$ cat src/rtl/muldiv_unit_if.sv
// Request/response bundle between the datapath control and the iterative
// multiply/divide unit.
interface muldiv_unit_if #(
  parameter int XLEN = 32
);
  logic            start_i;
  logic [2:0]      op_i;
  logic [XLEN-1:0] a_i;
  logic [XLEN-1:0] b_i;
  logic            busy_o;
  logic            done_o;
  logic [XLEN-1:0] result_o;
  logic            zero_o;

  modport master (
    output start_i, op_i, a_i, b_i,
    input  busy_o, done_o, result_o, zero_o
  );

  modport slave (
    input  start_i, op_i, a_i, b_i,
    output busy_o, done_o, result_o, zero_o
  );
endinterface

$ cat src/rtl/muldiv_unit.sv
// Iterative RV32M multiply/divide: one shift-add or restoring shift-subtract
// step per cycle on operand magnitudes, sign-corrected on completion.
module muldiv_unit #(
  parameter int XLEN = 32
) (
  input  logic         clk,
  input  logic         rst_n,
  muldiv_unit_if.slave bus,
  output logic [1:0]   dbg_state
);

  // Handshake: start_i is taken on a rising edge only while busy_o is low; op
  // and operands are captured at that edge. busy_o stays high until the edge
  // that registers result_o, and done_o is high for exactly the next cycle.
  typedef enum logic [1:0] {
    IDLE   = 2'd0,
    CALC   = 2'd1,
    FINISH = 2'd2
  } state_t;

  localparam int CW = $clog2(XLEN);
  localparam logic [XLEN-1:0] MIN_NEG = {1'b1, {(XLEN-1){1'b0}}};

  state_t            state;
  logic [CW-1:0]     cnt;
  logic [2:0]        op_q;
  logic              neg_res;
  logic              neg_rem;
  logic              special;
  logic [2*XLEN-1:0] acc;
  logic [XLEN-1:0]   opnd;
  logic [XLEN-1:0]   result;
  logic              busy;
  logic              done;

  logic              a_signed, b_signed, a_neg, b_neg;
  logic [XLEN-1:0]   a_mag, b_mag;
  logic              is_div, div0, ovf;
  logic [XLEN-1:0]   spec_val;
  logic [XLEN:0]     mul_sum;
  logic [XLEN:0]     div_diff;
  logic [2*XLEN-1:0] prod_c;
  logic [XLEN-1:0]   quo_c, rem_c, fin_val;

  always_comb begin
    a_signed = (bus.op_i == 3'b001) || (bus.op_i == 3'b010) ||
               (bus.op_i == 3'b100) || (bus.op_i == 3'b110);
    b_signed = (bus.op_i == 3'b001) || (bus.op_i == 3'b100) ||
               (bus.op_i == 3'b110);
    a_neg    = a_signed & bus.a_i[XLEN-1];
    b_neg    = b_signed & bus.b_i[XLEN-1];
    a_mag    = a_neg ? (~bus.a_i + 1'b1) : bus.a_i;
    b_mag    = b_neg ? (~bus.b_i + 1'b1) : bus.b_i;
    is_div   = bus.op_i[2];
    div0     = is_div && (bus.b_i == '0);
    ovf      = ((bus.op_i == 3'b100) || (bus.op_i == 3'b110)) &&
               (bus.a_i == MIN_NEG) && (bus.b_i == '1);
    // Divide-by-zero and signed overflow bypass the iteration entirely.
    if (div0) spec_val = bus.op_i[1] ? bus.a_i : '1;
    else      spec_val = bus.op_i[1] ? '0 : MIN_NEG;
  end

  // Multiply keeps {partial product, multiplier} in acc; divide keeps
  // {partial remainder, dividend/quotient}. The extra bit covers carry/borrow.
  always_comb begin
    mul_sum  = {1'b0, acc[2*XLEN-1:XLEN]} + {1'b0, opnd};
    div_diff = acc[2*XLEN-1:XLEN-1] - {1'b0, opnd};
  end

  always_comb begin
    prod_c = neg_res ? (~acc + 1'b1) : acc;
    quo_c  = neg_res ? (~acc[XLEN-1:0] + 1'b1) : acc[XLEN-1:0];
    rem_c  = neg_rem ? (~acc[2*XLEN-1:XLEN] + 1'b1) : acc[2*XLEN-1:XLEN];
    if (special) begin
      fin_val = acc[XLEN-1:0];
    end else begin
      case (op_q)
        3'b000:                 fin_val = prod_c[XLEN-1:0];
        3'b001, 3'b010, 3'b011: fin_val = prod_c[2*XLEN-1:XLEN];
        3'b100, 3'b101:         fin_val = quo_c;
        default:                fin_val = rem_c;
      endcase
    end
  end

  always_ff @(posedge clk or negedge rst_n) begin
    if (!rst_n) begin
      state   <= IDLE;
      cnt     <= '0;
      op_q    <= '0;
      neg_res <= 1'b0;
      neg_rem <= 1'b0;
      special <= 1'b0;
      acc     <= '0;
      opnd    <= '0;
      result  <= '0;
      busy    <= 1'b0;
      done    <= 1'b0;
    end else begin
      done <= 1'b0;
      case (state)
        IDLE: begin
          if (bus.start_i) begin
            op_q    <= bus.op_i;
            neg_res <= a_neg ^ b_neg;
            neg_rem <= a_neg;
            busy    <= 1'b1;
            cnt     <= CW'(XLEN-1);
            if (div0 || ovf) begin
              special <= 1'b1;
              acc     <= {{XLEN{1'b0}}, spec_val};
              opnd    <= '0;
              state   <= FINISH;
            end else begin
              special <= 1'b0;
              acc     <= {{XLEN{1'b0}}, (is_div ? a_mag : b_mag)};
              opnd    <= is_div ? b_mag : a_mag;
              state   <= CALC;
            end
          end
        end
        CALC: begin
          if (op_q[2]) begin
            if (div_diff[XLEN]) acc <= {acc[2*XLEN-2:0], 1'b0};
            else                acc <= {div_diff[XLEN-1:0], acc[XLEN-2:0], 1'b1};
          end else begin
            acc <= acc[0] ? {mul_sum, acc[XLEN-1:1]}
                          : {1'b0, acc[2*XLEN-1:1]};
          end
          if (cnt == '0) state <= FINISH;
          else           cnt   <= cnt - 1'b1;
        end
        FINISH: begin
          result <= fin_val;
          done   <= 1'b1;
          busy   <= 1'b0;
          state  <= IDLE;
        end
        default: state <= IDLE;
      endcase
    end
  end

  assign bus.busy_o   = busy;
  assign bus.done_o   = done;
  assign bus.result_o = result;
  assign bus.zero_o   = (result == '0);
  assign dbg_state    = state;

endmodule

$ cat src/flat_wrapper.sv
// flat-port wrapper written by rule: the top's interface ports become plain ports
module muldiv_unit_flat 
#(
  parameter int XLEN = 32
)
  (clk, rst_n, dbg_state, bus_start_i, bus_op_i, bus_a_i, bus_b_i, bus_busy_o, bus_done_o, bus_result_o, bus_zero_o);
  muldiv_unit_if #(.XLEN(XLEN)) bus_i ();
  input  logic clk;
  input  logic rst_n;
  output logic [1:0] dbg_state;
  input wire logic [$bits(bus_i.start_i)-1:0] bus_start_i;
  input wire logic [$bits(bus_i.op_i)-1:0] bus_op_i;
  input wire logic [$bits(bus_i.a_i)-1:0] bus_a_i;
  input wire logic [$bits(bus_i.b_i)-1:0] bus_b_i;
  output wire logic [$bits(bus_i.busy_o)-1:0] bus_busy_o;
  output wire logic [$bits(bus_i.done_o)-1:0] bus_done_o;
  output wire logic [$bits(bus_i.result_o)-1:0] bus_result_o;
  output wire logic [$bits(bus_i.zero_o)-1:0] bus_zero_o;
  assign bus_i.start_i = bus_start_i;
  assign bus_i.op_i = bus_op_i;
  assign bus_i.a_i = bus_a_i;
  assign bus_i.b_i = bus_b_i;
  assign bus_busy_o = bus_i.busy_o;
  assign bus_done_o = bus_i.done_o;
  assign bus_result_o = bus_i.result_o;
  assign bus_zero_o = bus_i.zero_o;
  muldiv_unit #(.XLEN(XLEN)) u_core (.clk(clk), .rst_n(rst_n), .bus(bus_i), .dbg_state(dbg_state));
endmodule
$ cat config.mk
export PLATFORM = sky130hd
export DESIGN_NAME = muldiv_unit_flat
export DESIGN_NICKNAME = d
export VERILOG_FILES = /design/src/rtl/muldiv_unit_if.sv /design/src/rtl/muldiv_unit.sv /design/src/flat_wrapper.sv
export SDC_FILE = /design/constraint.sdc
export NUM_CORES = 1
export LEC_CHECK = 0
export ABC_AREA = 1
export CAP_MARGIN = 20
export CORE_ASPECT_RATIO = 1.25
export CORE_MARGIN = 5
export CORE_UTILIZATION = 35
export DETAILED_ROUTE_END_ITERATION = 10
export SYNTH_ARGS = -nofsm -noshare
export SYNTH_HDL_FRONTEND = slang
export SYNTH_SLANG_ARGS = --single-unit
$ cat constraint.sdc
create_clock -name clk -period 3.2 [get_ports clk]
set_clock_uncertainty 0.05 [all_clocks]
set_input_delay 0.32 -clock clk [delete_from_list [all_inputs] [get_ports clk]]
set_output_delay 0.32 -clock clk [all_outputs]
set_load 0.01 [all_outputs]
After elaboration in Yosys (flattened, before gate mapping)
Cells that the tools add are included.

$add $sub $neg: 8. Eq/ne operators: 16. Multiplexer cells: 30. Bitwise logic cells: 8. Reduce and logical (&&, ||, !) cells: 24.

Operator list (number): $mux W32 (12); $mux W64 (5); $add A32 B1 Y32 const B (4); $not A32 Y32 (4); $pmux W64 S2 (1); $pmux W32 S3 (1); $add A64 B1 Y64 const B (1); $eq A32 B32 Y1 const B (2); $logic_not A32 Y1 (2); $not A64 Y64 (1); $add A32 B32 Y33 (1); $sub A33 B32 Y33 (1); $eq A3 B3 Y1 const B (4); $mux W5 (2); $pmux W5 S2 (1); $eq A3 B2 Y1 const B (3); $reduce_and A2 Y1 (4); $logic_or A1 B1 Y1 (7); $eq A3 B1 Y1 const B (2); $mux W2 (3); $logic_not A5 Y1 (1); $sub A5 B1 Y5 const B (1); $ne A2 B2 Y1 const B (2); $pmux W2 S2 (1); other kinds (14) (20).

Register bits: 143. Output and inout bits: 37.

Depth between registers and ports, before layout
Gate-level depths: netlist of run 1.

Depth after elaboration: 10. Gate-level depth with buffers: 18. Gate-level depth less buffers: 18.

Worst setup path after synthesis of run 1
Ideal clock, no wire load.

Path type: register to register. From: register u_core.acc[31]. To: register u_core.acc[42]. Setup time: 0.117 ns. Arrival: 2.293 ns. Data required time: 3.033 ns. Path slack: 0.741 ns. Stages on the path, launching flop included: 18. Buffers on the path: 1. Clock period less this slack: 2.459 ns. Cells stage by stage: dfrtp_1 inv_1 ha_1 fa_1 nand3b_1 nand2_2 nand3_1 nand2_1 nand2_1 nand2_2 nand2_4 nand3_1 nand2_4 buf_6 nand2_1 nand3_1 nand2_1 nand2_1.

Cells in the longest elaborated chain, start to end: 4.

RTL lines: from (decl) (RTL line muldiv_unit.sv:30) `logic [2*XLEN-1:0] acc;`; from (signal assigned) (RTL line muldiv_unit.sv:111) `acc <= {{XLEN{1'b0}}, spec_val};`; from (signal assigned) (RTL line muldiv_unit.sv:116) `acc <= {{XLEN{1'b0}}, (is_div ? a_mag : b_mag)};`; from (signal assigned) (RTL line muldiv_unit.sv:124) `if (div_diff[XLEN]) acc <= {acc[2*XLEN-2:0], 1'b0};`; $sub A33 B32 Y33 (RTL line muldiv_unit.sv:67) `div_diff = acc[2*XLEN-1:XLEN-1] - {1'b0, opnd};`; $mux W64 (RTL line muldiv_unit.sv:124); $mux W64 (RTL line muldiv_unit.sv:123) `if (op_q[2]) begin`; $pmux W64 S2 (RTL line muldiv_unit.sv:101) `case (state)`.

No other way between the ends. A chain may end at the register's enable or synchronous reset.

Final worst setup path of run 1
From: register u_core.acc[32]. To: register u_core.acc[54].

Cells in the longest elaborated chain, start to end: 4. Elaborated cells on any way between the ends: 6. Classes of those cells: add/sub: 2; mux: 4.

RTL lines (RTL line): $sub A33 B32 Y33 or $add A32 B32 Y33 (tied branches) (muldiv_unit.sv:67, muldiv_unit.sv:66); $mux W64 (on tied branches) (muldiv_unit.sv:124, muldiv_unit.sv:127); $mux W64 * (muldiv_unit.sv:123); $pmux W64 S2 * (muldiv_unit.sv:101).

Every way passes the cells marked *; elsewhere a longest branch is shown, timed or not.

==> results of run 1 <==
worst max-delay path, stage by stage (launching register included):
cell      delay (ns)
dfrtp_1         0.46
inv_1           0.19
fa_1            0.46
nand3b_1        0.19
nand2_2         0.14
nand3_1         0.08
nand2_1         0.15
nand2_1         0.08
nand2_2         0.11
nand2_4         0.07
nand3_2         0.14
nand2_4         0.23
nand2_1         0.19
nand3_1         0.10
nand2_1         0.09
nand2_1         0.05
timing repair:
| item | 4_1_cts | 5_1_grt |
|---|---|---|
| hold buffers | 1 | 0 |
| gates resized for setup | 0 | 0 |
| endpoints found under the hold margin | 71 | 0 |
power by group:
group          switching [mW]  leakage [nW]  internal (mW)  total (mW)
registers                1.30          1.73           2.72        4.02
logic                    12.7          8.67           6.04        18.8
clock network           0.998         0.291           1.05        2.05
total                    15.0          10.7           9.81        24.9
path summary, 6_finish.rpt:
kind                                            endpoint  slack [ns]  cells after the start
min                           u_core.opnd[0]$_DFFE_PN0P_        0.36                      4
max reg2reg                   u_core.acc[54]$_DFFE_PN0P_        0.28                     15
min in group asynchronous    u_core.opnd[31]$_DFFE_PN0P_        0.43                      2
max in group asynchronous     u_core.acc[54]$_DFFE_PN0P_        1.92                      3
min reg2reg                u_core.bus.busy_o$_DFFE_PN0P_        0.42                      2
max                           u_core.acc[54]$_DFFE_PN0P_        0.28                     15
sequential cells by signal, summed over array words and instances (netlist names):
signal / flops
u_core.cnt: 5
u_core.dbg_state: 2
u_core.neg_res: 1
u_core.bus.result_o: 32
u_core.op_q: 3
u_core.bus.busy_o: 1
u_core.opnd: 32
u_core.neg_rem: 1
u_core.special: 1
u_core.acc: 64
u_core.bus.done_o: 1
cells in the final DEF, fill, tap and decap left out, drive strengths merged, types with 3 or more instances in the layout:
cell / count
xnor2: 16
mux2i: 6
nand2: 1138
nand3: 307
o211ai: 17
clkbuf: 17
buf: 114
ha: 71
a31oi: 5
or2: 5
dfrtp: 143
a22oi: 4
nor3: 40
nor4: 10
clkdlybuf4s50: 104
nand3b: 15
a21oi: 279
o22ai: 3
nand4: 42
o21bai: 9
o21ai: 247
xor2: 64
o21a: 3
clkinv: 6
inv: 418
o31ai: 3
nor2: 364
cell families (layout without fill, tap and decap cells):
kind of cell / count (synthesis) / count (layout) / synth area share [%]
XOR/XNOR: 80 / 80 / 3.80
multiplexers: 6 / 6 / 0.326
AND/OR/NAND/NOR: 1926 / 1926 / 43.7
buffers and inverters: 534 / 660 / 11.3
flip-flops: 143 / 143 / 19.4
AO/OA/AOI/OAI: 573 / 573 / 16.4
adder cells (fa/ha/maj): 73 / 73 / 5.04
layout make-up:
type	count	area, µm²
clock buffer	17	425
clock inverter	15	166
fill	5938	31200
inverter	409	1540
multi-input combinational	2658	12800
sequential	143	3580
tap	672	841
timing repair buffer	219	1930
stage by stage:
stage               cells  cell area (µm²)  util, %  hold WS [ns]  total power, mW
floorplan            3335            18400        -       -0.0256             16.2
global placement     4100            20700     39.4         0.359             22.4
detailed placement   4100            20700     39.4         0.364             22.4
CTS                  4133            21300     40.5         0.330             24.5
global route         4133            21300     40.5         0.367             27.1
finish               4133            21300     40.5         0.355             24.9
routing by layer:
| metal | vias to the layer above | part of all wire, % |
|---|---|---|
| met1 | 10100 | 41 |
| met3 | 204 | 6.3 |
| met2 | 879 | 46 |
| li1 | 11000 | - |
| met4 | 0 | 7.2 |
| met5 | - | 0 |
==> metrics.txt, run 1 <==
status completed; Distinct cells, synth 51; min Tclk post-route 2.92 ns; DRT Pass-1 Iters 9; Vias per Instance 5.37; worst min path class input port to flip-flop; final RePlAce weighted congestion 1.05; Cell Rows 94; maximum buffer depth of the clock tree 2; GRT met3 Usage 3.22%; post-route setup slack 0.279 ns; top-count cell post-synth nand2_1; FMAX 342 MHz; initial antenna violation count 0; CTS tree yes; crit share post-route 91.3%; Antenna Cells 0; VDD IR max 415 µV; die area 57400 µm²; Final setup viols 0; CP Launch Point u_core.acc[32]$_DFFE_PN0P_; Die Y 267 µm; r2r startpoint u_core.acc[32]$_DFFE_PN0P_; Netlist Area Pre-Place 18400 µm²; Synth area leader nand2_1; GRT Max-Usage Layer met2; nets@finish 3591; gr usage total 28.4%; Max-slew headroom 47.8%; Pleak 10.7 nW; Post-synth top cells nand2_1 (1126), inv_1 (392), nor2_1 (344); WP data required 3.49 ns; Synth top area share 22.9%; GR Util met1 35.7%; measured slew at the worst slew-check pin 0.783 ns; setup_tns 0 ns; CP Launch Type flip-flop; via count 22.2k; clock sinks 143; CTS Buf Count 17; Place WS 0.138 ns; EDFF count, synth 0; top post-synthesis cells by area nand2_1 (23%), dfrtp_1 (19%), nand3_1 (8.2%); clk_lat worst skew 0.46 ns; Worst Setup End Kind flip-flop; root buffer cell clkbuf_16; Final Max Slew Viols 0; vias in the first global route 20.7k; WL final 84000 µm; critical path arrival 3.21 ns; hold_sp bus_op_i[2]; syn nets 3478; area grow syn2layout 15.4%; PwrDens 1170 nW/µm²; global-route wire length before repair 126000 µm; RSZ-0062 raised after global routing false; sequential fraction of the synthesis area 19.4%; wire per inst 20.3 µm; pin count of the biggest net entering global routing 77; Final HPWL DP 69100 µm; warnings from Yosys 0; Synth Register Bits 143; Placeable Area 52500 µm²; Final Hold Fails 0; CTS HTree Levels 4; post-CTS setup buffers 0; antenna-violating nets left 0; asr flop ratio synth 100%; Initial Util 35.1%; Max-Cap Viols 0; met2 global-route usage 46.5%; synthesized instance count 3335; gr ovfl total 0; die boundary width 215 µm; synthesized area per cell 5.53 µm²; Worst-path clk slew 0.07 ns; DRC 0; layout cells sized above 1 6.44%; crit path max fanout 32; Top FF cell, synth dfrtp_1; DR iter-0 viols 2014; port buffer count 106; I/O pins 107; kind of critical path flip-flop to flip-flop
No activity file was read; power rests on OpenSTA's default activity.
==> run 2, diff against run 1 <==
HOLD_SLACK_MARGIN = 0.06   (was unset)
==> results of run 2 <==
Final layout, timing and power as in run 1 (identical DEF).
